===== config.mk =====
export PLATFORM = sky130hd
export DESIGN_NAME = jk_counter_sequencer
export DESIGN_NICKNAME = d
export VERILOG_FILES = /design/src/rtl/jk_counter_sequencer.sv
export SDC_FILE = /design/constraint.sdc
export NUM_CORES = 1
export LEC_CHECK = 0
export ABC_AREA = 1
export CORE_ASPECT_RATIO = 0.8
export CORE_UTILIZATION = 49
export DETAILED_ROUTE_END_ITERATION = 8
export GPL_TIMING_DRIVEN = 0
export PLACE_DENSITY = 0.89
export SYNTH_ARGS = -nofsm -noshare
export SYNTH_HDL_FRONTEND = slang
export SYNTH_SLANG_ARGS = --single-unit

===== constraint.sdc =====
create_clock -name clk -period 2.3 [get_ports clk]
set_input_delay 0.46 -clock clk [delete_from_list [all_inputs] [get_ports clk]]
set_output_delay 0.46 -clock clk [all_outputs]
set_load 0.03 [all_outputs]

===== src/rtl/jk_counter_sequencer.sv =====
// J/K drive sequencer that turns a bank of JK flip-flops into a loadable, modulo-N,
// up/down counter with burst length. Define JK_SEQ_CHECK_EN to enable the readback checker.
module jk_counter_sequencer #(
  parameter int WIDTH = 4
) (
  input  logic             clk,
  input  logic             rst,
  input  logic             start,
  input  logic             stop,
  input  logic             hold,
  input  logic             dir,
  input  logic             load,
  input  logic [WIDTH-1:0] load_val,
  input  logic [WIDTH-1:0] mod_val,
  input  logic [7:0]       burst_len,
  input  logic [WIDTH-1:0] q,
  output logic [WIDTH-1:0] j,
  output logic [WIDTH-1:0] k,
  output logic             busy,
  output logic             tc,
  output logic             done,
  output logic             err
);

  typedef enum logic [1:0] {S_IDLE, S_LOAD, S_RUN, S_PAUSE} state_t;

  state_t           state_q, state_d;
  state_t           ret_q, ret_d;
  logic [WIDTH-1:0] mod_q, mod_d;
  logic [7:0]       tick_q, tick_d;
  logic             done_q, done_d;

  logic [WIDTH-1:0] up_t, dn_t;
  logic [WIDTH-1:0] step_j, step_k;
  logic             step_tc;
  logic             run_up, run_dn;
  logic             final_step;

  // Stage i toggles when every lower stage is 1 (up) or 0 (down).
  always_comb begin
    up_t   = '0;
    dn_t   = '0;
    run_up = 1'b1;
    run_dn = 1'b1;
    for (int i = 0; i < WIDTH; i++) begin
      up_t[i] = run_up;
      dn_t[i] = run_dn;
      run_up  = run_up & q[i];
      run_dn  = run_dn & ~q[i];
    end
  end

  always_comb begin
    step_j  = '0;
    step_k  = '0;
    step_tc = 1'b0;
    if (dir) begin
      if (q >= mod_q) begin
        step_k  = '1;
        step_tc = 1'b1;
      end else begin
        step_j = up_t;
        step_k = up_t;
      end
    end else begin
      if ((q == '0) || (q > mod_q)) begin
        step_j  = mod_q;
        step_k  = ~mod_q;
        step_tc = 1'b1;
      end else begin
        step_j = dn_t;
        step_k = dn_t;
      end
    end
  end

  always_comb begin
    j  = '0;
    k  = '0;
    tc = 1'b0;
    case (state_q)
      S_LOAD: begin
        j = load_val;
        k = ~load_val;
      end
      S_RUN: begin
        j  = step_j;
        k  = step_k;
        tc = step_tc;
      end
      default: ;
    endcase
  end

  always_comb begin
    state_d    = state_q;
    ret_d      = ret_q;
    mod_d      = mod_q;
    tick_d     = tick_q;
    done_d     = 1'b0;
    final_step = (state_q == S_RUN) && (tick_q == 8'd1);
    if ((state_q == S_RUN) && (tick_q != 8'd0)) tick_d = tick_q - 8'd1;
    if (stop) begin
      state_d = S_IDLE;
    end else begin
      case (state_q)
        S_IDLE, S_PAUSE: begin
          if (load) begin
            state_d = S_LOAD;
            ret_d   = state_q;
          end else if (start) begin
            state_d = S_RUN;
            if (state_q == S_IDLE) begin
              mod_d  = mod_val;
              tick_d = burst_len;
            end
          end
        end
        S_LOAD: state_d = ret_q;
        // A final step completes its burst even if hold arrives alongside it.
        S_RUN: begin
          if (final_step) begin
            state_d = S_IDLE;
            done_d  = 1'b1;
          end else if (hold) begin
            state_d = S_PAUSE;
          end
        end
        default: state_d = S_IDLE;
      endcase
    end
  end

  always_ff @(posedge clk or negedge rst) begin
    if (!rst) begin
      state_q <= S_IDLE;
      ret_q   <= S_IDLE;
      mod_q   <= '1;
      tick_q  <= 8'd0;
      done_q  <= 1'b0;
    end else begin
      state_q <= state_d;
      ret_q   <= ret_d;
      mod_q   <= mod_d;
      tick_q  <= tick_d;
      done_q  <= done_d;
    end
  end

  assign busy = (state_q == S_RUN) || (state_q == S_PAUSE);
  assign done = done_q;

`ifdef JK_SEQ_CHECK_EN
  logic [WIDTH-1:0] nxt_val;
  logic [WIDTH-1:0] shadow_q;
  logic             chk_q;
  logic             err_q;

  // Value the bank should hold after the step currently being driven.
  always_comb begin
    nxt_val = q;
    if (dir) begin
      if (q >= mod_q) nxt_val = '0;
      else            nxt_val = q + 1'b1;
    end else begin
      if ((q == '0) || (q > mod_q)) nxt_val = mod_q;
      else                          nxt_val = q - 1'b1;
    end
  end

  always_ff @(posedge clk or negedge rst) begin
    if (!rst) begin
      shadow_q <= '0;
      chk_q    <= 1'b0;
      err_q    <= 1'b0;
    end else begin
      chk_q <= (state_q == S_LOAD) || (state_q == S_RUN);
      if (state_q == S_LOAD)     shadow_q <= load_val;
      else if (state_q == S_RUN) shadow_q <= nxt_val;
      if (chk_q && (q != shadow_q)) err_q <= 1'b1;
    end
  end

  assign err = err_q;
`else
  assign err = 1'b0;
`endif

endmodule


==> results.md, run 1 <==
- Worst Skew: 0.00370 ns
- Max clock buf depth: 2
- Switching fraction of total power: 51.5%
- Upper clock frequency limit: 377 MHz
- Final setup viols: 9
- Hold Path Class: register to register
- Area share of and/or/nand/nor cells after synthesis: 36.0%
- Placer Congestion: 0.886
- CTS root buffer: clkbuf_8
- DRC violations left: 0
- Largest net degree at the start of global routing: 18
- Final hold vios: 0
- Outcome: finished, violations left
- Vias per cell: 5.13
- Setup TNS: -2.70 ns
- CP Max Fanout: 7
- Pwr Total: 2.61 mW
- #FFs+latches synth: 17
- Data required time of the critical path: 1.84 ns
- Area grow syn2layout: 47.7%
- Clk slew on worst S/H paths: 0.07 ns
- Hold_buf cts: 0
- Clock Power Share: 9.0%
- Crit path launch type: input port
- Antenna diode count: 0
- I/O pin cnt: 39
- Critical path endpoint category: output pin
- Hold Path Depth: 2
- Crit path from: q[0]
- Total core area: 2810 µm²
- Max-Cap Viols: 0
- # clock sinks: 17
- Power per Cell Area: 1200 nW/µm²
- Pleak: 1.01 nW
- Max-slew violation total from the final report: 0
- WHS Endpoint: mod_q[0]
- Drt pass-1 iters: 4
- Worst-Skew Late Latency: 0.26 ns
- Setup slack, reg-to-reg: 0.30 ns
- Max transition margin: 48.3%
- Antenna violations before repair: 0
- Adder-cell share of the synthesized area: 8.50%
- Unrepaired setup endpoints after global routing: true
- Place WS: -1.05 ns
- Total die area: 3230 µm²
- Final ANT Viol Nets: 0
- Reg-to-Reg End: tick_q[0]
- First-pass GRT wire length: 5890 µm
- Sw Pwr: 1.34 mW
- Crit path DAT: 2.19 ns
- Combinational share of power: 68.5%
- Global route overflow: 0
- # H-tree levels: 1
- Detail Placement HPWL: 2500 µm
- Worst Setup Path Type: input port to output pin
- Synth Net Count: 260
- Largest family of logic cells by synthesized area: simple AND/OR/NAND/NOR gates
- Vias in the first global route: 1337
- Worst-margin pin slew: 0.773 ns
- Hold Crit Start: mod_q[0]
- Multiplexer share of the synthesized area: 0%
- Vert. Die Dim: 51.0 µm
- Mean area per synthesized cell: 6.60 µm²
- Drt wl/cell: 13.2 µm
- Distinct cells, synth: 31
- Die width: 63.3 µm
- DR iter-0 viols: 98
- Starting Density: 52.4%
- Flop pwr share: 22.5%
- Yosys warns: 0
- Netlist Area Pre-Place: 1470 µm²
- CTS tree: built
- Layout cell share with drive strength beyond 1: 31.0%
- Worst r2r path cells: 7
- DR vias: 1570
- Period utilisation layout: 115%
- Xor and xnor area share after synthesis: 2.98%
- Total GRT Usage: 23.7%
- Cell Rows: 17
- Post-route setup slack: -0.349 ns
- I/O Buffers: 37
- Final core occ: 77.4%
- Synth Area in Compound Gates: 12.5%
- Number of CTS-inserted buffers: 3
- Seq/Total Area, Yosys: 29.3%
- Internal: 1.26 mW
- Crit Reg-Reg Startpoint: state_q[1]
- Worst vdd ir: 634 µV
- Syn Inst Count: 223
- Post-route minimum period: 2.65 ns
- Nets@finish: 306
- Failing checks: setup timing
- Detailed Route WL: 4050 µm
placed cells by master, fill, tap and decap left out, types with 3 or more instances in the layout:
cell type        synthesis  layout
ha_4                     0       3
nor3_1                   4       3
nand3_1                 12       7
o21ai_1                  2       3
clkdlybuf4s50_1          0      23
buf_4                    2       7
dfrtp_1                 13      13
ha_1                    10       7
inv_1                   29      21
nand3_2                  1       6
nand2_1                 71      59
inv_2                    4      11
a21oi_2                  0       9
a31oi_1                  3       3
clkbuf_8                 0       3
xor2_1                   4       4
dfstp_2                  4       4
nor2_1                  14      13
nand2_2                  6      12
nand2_4                  2       6
buf_6                    0       7
o21ai_0                 13      11
cells in the mapped netlist (all sizes together):
cell    instances  area, µm²
nand2          79        327
inv            33        124
nor2           15       58.8
o21ai          15       75.1
dfrtp          13        325
nand3          13       70.1
a21oi          12       60.1
ha             10        125
nor3            5       36.3
dfstp           4        105
xor2            4       35.0
a31oi           3       18.8
buf             3       20.0
clkinv          2       7.51
nand4           2       12.5
o211ai          2       15.0
o21bai          2       15.0
or2             2       12.5
clkbuf          1       3.75
conb            1       3.75
nor3b           1       12.5
xnor2           1       8.76
area by class of cell:
class,count,area [µm²]
Tap cell,38,47.5
Clock buffer,3,41.3
Sequential cell,17,430
Fill cell,200,634
Clock inverter,1,7.51
Timing Repair Buffer,41,394
Inverter,35,134
Multi-Input combinational cell,167,1090
Buffer,4,23.8
logic make-up (layout without fill, tap and decap cells):
kind of cell,after synthesis,count (layout)
XOR/XNOR,5,5
buffers and inverters,39,84
other,1,1
AO/OA/AOI/OAI,34,34
adder cells (fa/ha/maj),10,10
flip-flops,17,17
AND/OR/NAND/NOR,117,117
metrics by stage:
step | area [µm²] | instances | hold slack (ns)
detailed placement | 1920 | 298 | 0.486
global placement | 1920 | 298 | 0.474
CTS | 2050 | 305 | 0.498
global route | 2170 | 306 | 0.524
finish | 2170 | 306 | 0.500
floorplan | 1500 | 223 | 0.164
power by group through the flow:
stage,clock network (mW),registers [mW],logic (mW)
after floorplan,0,0.550,1.00
after global placement,0,0.572,1.30
after detailed placement,0,0.576,1.33
after CTS,0.232,0.579,1.46
after global routing,0.250,0.601,1.95
final,0.233,0.586,1.79
worst max-delay path by stage:
stage,end,slack (ns),cells past startpoint
2_1_floorplan,tc,-0.11,10
3_3_place_gp,j[2],-1.03,14
3_5_place_dp,j[1],-1.05,14
4_1_cts,j[2],-0.23,14
5_1_grt,j[3],-0.42,13
6_report,j[3],-0.35,14
per-layer routing:
layer	wire, µm	GRT usage [%]
met1	1940	33.3
met2	1770	35.7
met3	276	6.70
met4	63	6.06
met5	0	0
state kept, by name, indices dropped and copies added (netlist names):
register	count
done	1
mod_q	4
ret_q	2
state_q	2
tick_q	8
worst max-delay path: stages:
cell	delay (ns)
clkdlybuf4s15_1	0.30
inv_2	0.09
ha_1	0.30
nand2_2	0.06
nor2_4	0.11
inv_2	0.07
nand2_8	0.09
nand2_8	0.09
nand2_1	0.12
nand3_2	0.08
nand2_1	0.08
nand2_1	0.06
a21oi_2	0.13
buf_6	0.15
repair_timing:
action | in CTS | in global routing
endpoints found under the setup margin | 10 | 10
gates resized for setup | 82 | 35
gates cloned | 0 | 0
pin swaps | 10 | 14
buffers inserted | 3 | 1
(Power assumes the default switching activity.)
==> run 2, diff against run 1 <==
--- a/config.mk
+++ b/config.mk
@@ -10,7 +10,8 @@
 export CORE_UTILIZATION = 49
 export DETAILED_ROUTE_END_ITERATION = 8
 export GPL_TIMING_DRIVEN = 0
-export PLACE_DENSITY = 0.89
+export PLACE_DENSITY = 0.78
+export REMOVE_ABC_BUFFERS = 1
 export SYNTH_ARGS = -nofsm -noshare
 export SYNTH_HDL_FRONTEND = slang
 export SYNTH_SLANG_ARGS = --single-unit
==> constraint.sdc (replaced) <==
create_clock -name clk -period 2.6 [get_ports clk]
set_input_delay 0.52 -clock clk [delete_from_list [all_inputs] [get_ports clk]]
set_output_delay 0.52 -clock clk [all_outputs]
set_load 0.03 [all_outputs]
==> run 2 against run 1 <==
  * The run still ends with setup timing left
  * Die area unchanged
  * Sequential share of layout area up 0.44 points
  * Final area down 2.2%
  * Routed wire length down 7.6%
  * Sequential power down 12%
  * Cell count down 1.3%
  * First-iteration DRC count down 16%
  * Register-to-register slack better by 0.12 ns
  * Clock power down 12%
  * Largest power group unchanged
==> results.md, run 2 (same netlist as run 1, synthesis figures left out) <==
- Outcome: finished, violations left
- Failing checks: setup timing
- CTS tree: built
- Critical Path End: j[2]
- Crit Reg-Reg Startpoint: state_q[0]
- Upper clock frequency limit: 372 MHz
- Antenna diode count: 0 (unchanged)
- Pleak: 0.973 nW (-3.2%)
- Nets@finish: 302 (-1.3%)
- Vias per cell: 5.15 (+0.36%)
- Post-route setup slack: -0.0918 ns (+0.257 ns)
- Clk slew on worst S/H paths: 0.07 ns (about the same)
- Number of CTS-inserted buffers: 3 (unchanged)
- Largest register by flop count: tick_q
- Post-route minimum period: 2.69 ns
- Worst vdd ir: 665 µV (+5.0%)
- I/O Buffers: 37 (unchanged)
- Hold Crit Start: ret_q[0]
- Placer Congestion: 0.869 (-1.9%)
- # H-tree levels: 1 (unchanged)
- Total die area: 3230 µm² (unchanged)
- Max transition margin: 48.4% (+0.088 points)
- DRC violations left: 0 (unchanged)
- Power per Cell Area: 1050 nW/µm² (-12%)
- Critical path endpoint category: output pin
- Worst Skew: 0.00315 ns (-0.000547 ns)
- Detail Placement HPWL: 2520 µm (+0.71%)
- Die width: 63.3 µm (unchanged)
- Starting Density: 52.4% (unchanged)
- Largest net degree at the start of global routing: 18 (unchanged)
- Drt pass-1 iters: 4 (unchanged)
- CP max-delay cell: dfstp_2
- Hold Path Class: register to register
- DR vias: 1555 (-0.96%)
- Crit path DAT: 2.17 ns (-0.02 ns)
- Commonest non-fill, non-tap cell in the layout: nand2_1
- Final setup viols: 8 (-1)
- Placed instance area: 1870 µm² (-2.8%)
- Setup slack, reg-to-reg: 0.42 ns (+0.12 ns)
- CTS root buffer: clkbuf_8
- DR iter-0 viols: 82 (-16%)
- Antenna violations before repair: 0 (unchanged)
- Max incr delay on CP: 0.54 ns (+0.24 ns)
- # clock sinks: 17 (unchanged)
- Period utilisation layout: 104%
- Data required time of the critical path: 2.08 ns (+0.24 ns)
- Drt wl/cell: 12.4 µm (-6.4%)
- Global route overflow: 0 (unchanged)
- Reg-to-Reg End: mod_q[3]
- Worst r2r path cells: 7 (unchanged)
- Vert. Die Dim: 51.0 µm (unchanged)
- Cell Rows: 17 (unchanged)
- Total core area: 2810 µm² (unchanged)
- Crit path launch type: register
- First-pass GRT wire length: 5990 µm (+1.6%)
- Max-slew violation total from the final report: 0 (unchanged)
- Worst-Skew Late Latency: 0.26 ns (about the same)
- Worst-path cell chain: inv_2 -> ha_4 -> nand2_4 -> nor2_4 -> inv_2 -> nand2_8 -> nand2_8 -> nand2_2 -> nand3_2 -> nand2_1 -> nand2_1 -> a21oi_1 -> buf_4
- CP Max Fanout: 7 (unchanged)
- Area grow syn2layout: 44.5%
- Hold_buf cts: 0 (unchanged)
- Post-layout instance area: 2130 µm² (-2.2%)
- Max clock buf depth: 2 (unchanged)
- Max reg flops: 8 (unchanged)
- Layout cell share with drive strength beyond 1: 30.7% (-0.29 points)
- Crit path from: mod_q[3]
- Largest registers: tick_q: 8 flops, mod_q: 4 flops
- Worst-margin pin slew: 0.772 ns (-0.00131 ns)
- Unrepaired setup endpoints after global routing: true
- Max-Cap Viols: 0 (unchanged)
- I/O pin cnt: 39 (unchanged)
- Place WS: -0.919 ns (+0.133 ns)
- Worst Setup Path Type: register to output pin
- Vias in the first global route: 1337 (unchanged)
- Detailed Route WL: 3750 µm (-7.6%)
- Final hold vios: 0 (unchanged)
- Final ANT Viol Nets: 0 (unchanged)
- Total GRT Usage: 23.9% (+0.22 points)
- Commonest cells after routing, fill and taps aside: nand2_1, clkdlybuf4s50_1, inv_1
run 2: through the flow:
| stage | hold slack (ns) | TNS [ns] | power (mW) | cells | utilization, % |
|---|---|---|---|---|---|
| floorplan | 0.224 | 0 | 1.33 | 219 | - |
| finish | 0.495 | -0.451 | 2.23 | 302 | 75.7 |
| CTS | 0.499 | -0.166 | 2.00 | 301 | 70.9 |
| global placement | 0.476 | -7.43 | 1.63 | 294 | 66.4 |
| detailed placement | 0.483 | -7.65 | 1.65 | 294 | 66.4 |
| global route | 0.522 | -1.24 | 2.42 | 302 | 75.7 |
run 2: how the worst min path moves through the flow:
stage | end | slack [ns] | cells after the start
global route | ret_q[1] | 0.52 | 2
CTS | ret_q[1] | 0.50 | 2
detailed placement | ret_q[1] | 0.48 | 2
global placement | ret_q[1] | 0.48 | 2
floorplan | done | 0.22 | 0
finish | ret_q[0] | 0.50 | 2
run 2: routing by layer:
metal | vias to the layer above | track usage [%] | share of wire [%]
met2 | 55 | 35.7 | 45
li1 | 791 | - | -
met1 | 705 | 35.3 | 49
met5 | - | 0 | 0
met3 | 4 | 5.58 | 5.6
met4 | 0 | 4.17 | 0.83
run 2: where the power goes:
part / total [mW] / switching (mW) / internal [mW] / leakage [nW]
registers: 0.518 / 0.112 / 0.405 / 0.203
clock network: 0.206 / 0.0980 / 0.108 / 0.0217
logic: 1.51 / 0.913 / 0.595 / 0.749
total: 2.23 / 1.12 / 1.11 / 0.973
run 2: final cells by class:
class / instances / area, µm²
well taps: 38 / 47.5
fillers: 221 / 682
clock buffers: 3 / 41.3
repair buffers: 41 / 390
multi-input cells: 167 / 1070
flip-flops and latches: 17 / 430
inverters: 35 / 136
clock inverters: 1 / 7.51
run 2: critical path, delay by kind of cell (launching register included):
family / cells / cell delay [ns]
AND/OR/NAND/NOR: 8 / 0.67
flip-flops: 1 / 0.54
buffers and inverters: 3 / 0.31
adder cells (fa/ha/maj): 1 / 0.28
AO/OA/AOI/OAI: 1 / 0.12
run 2: what timing repair did:
| action | CTS | global route |
|---|---|---|
| resized for setup | 81 | 41 |
| cloned | 0 | 0 |
| buffers inserted | 3 | 1 |
| setup endpoints to repair | 9 | 10 |
| pin swaps | 16 | 20 |
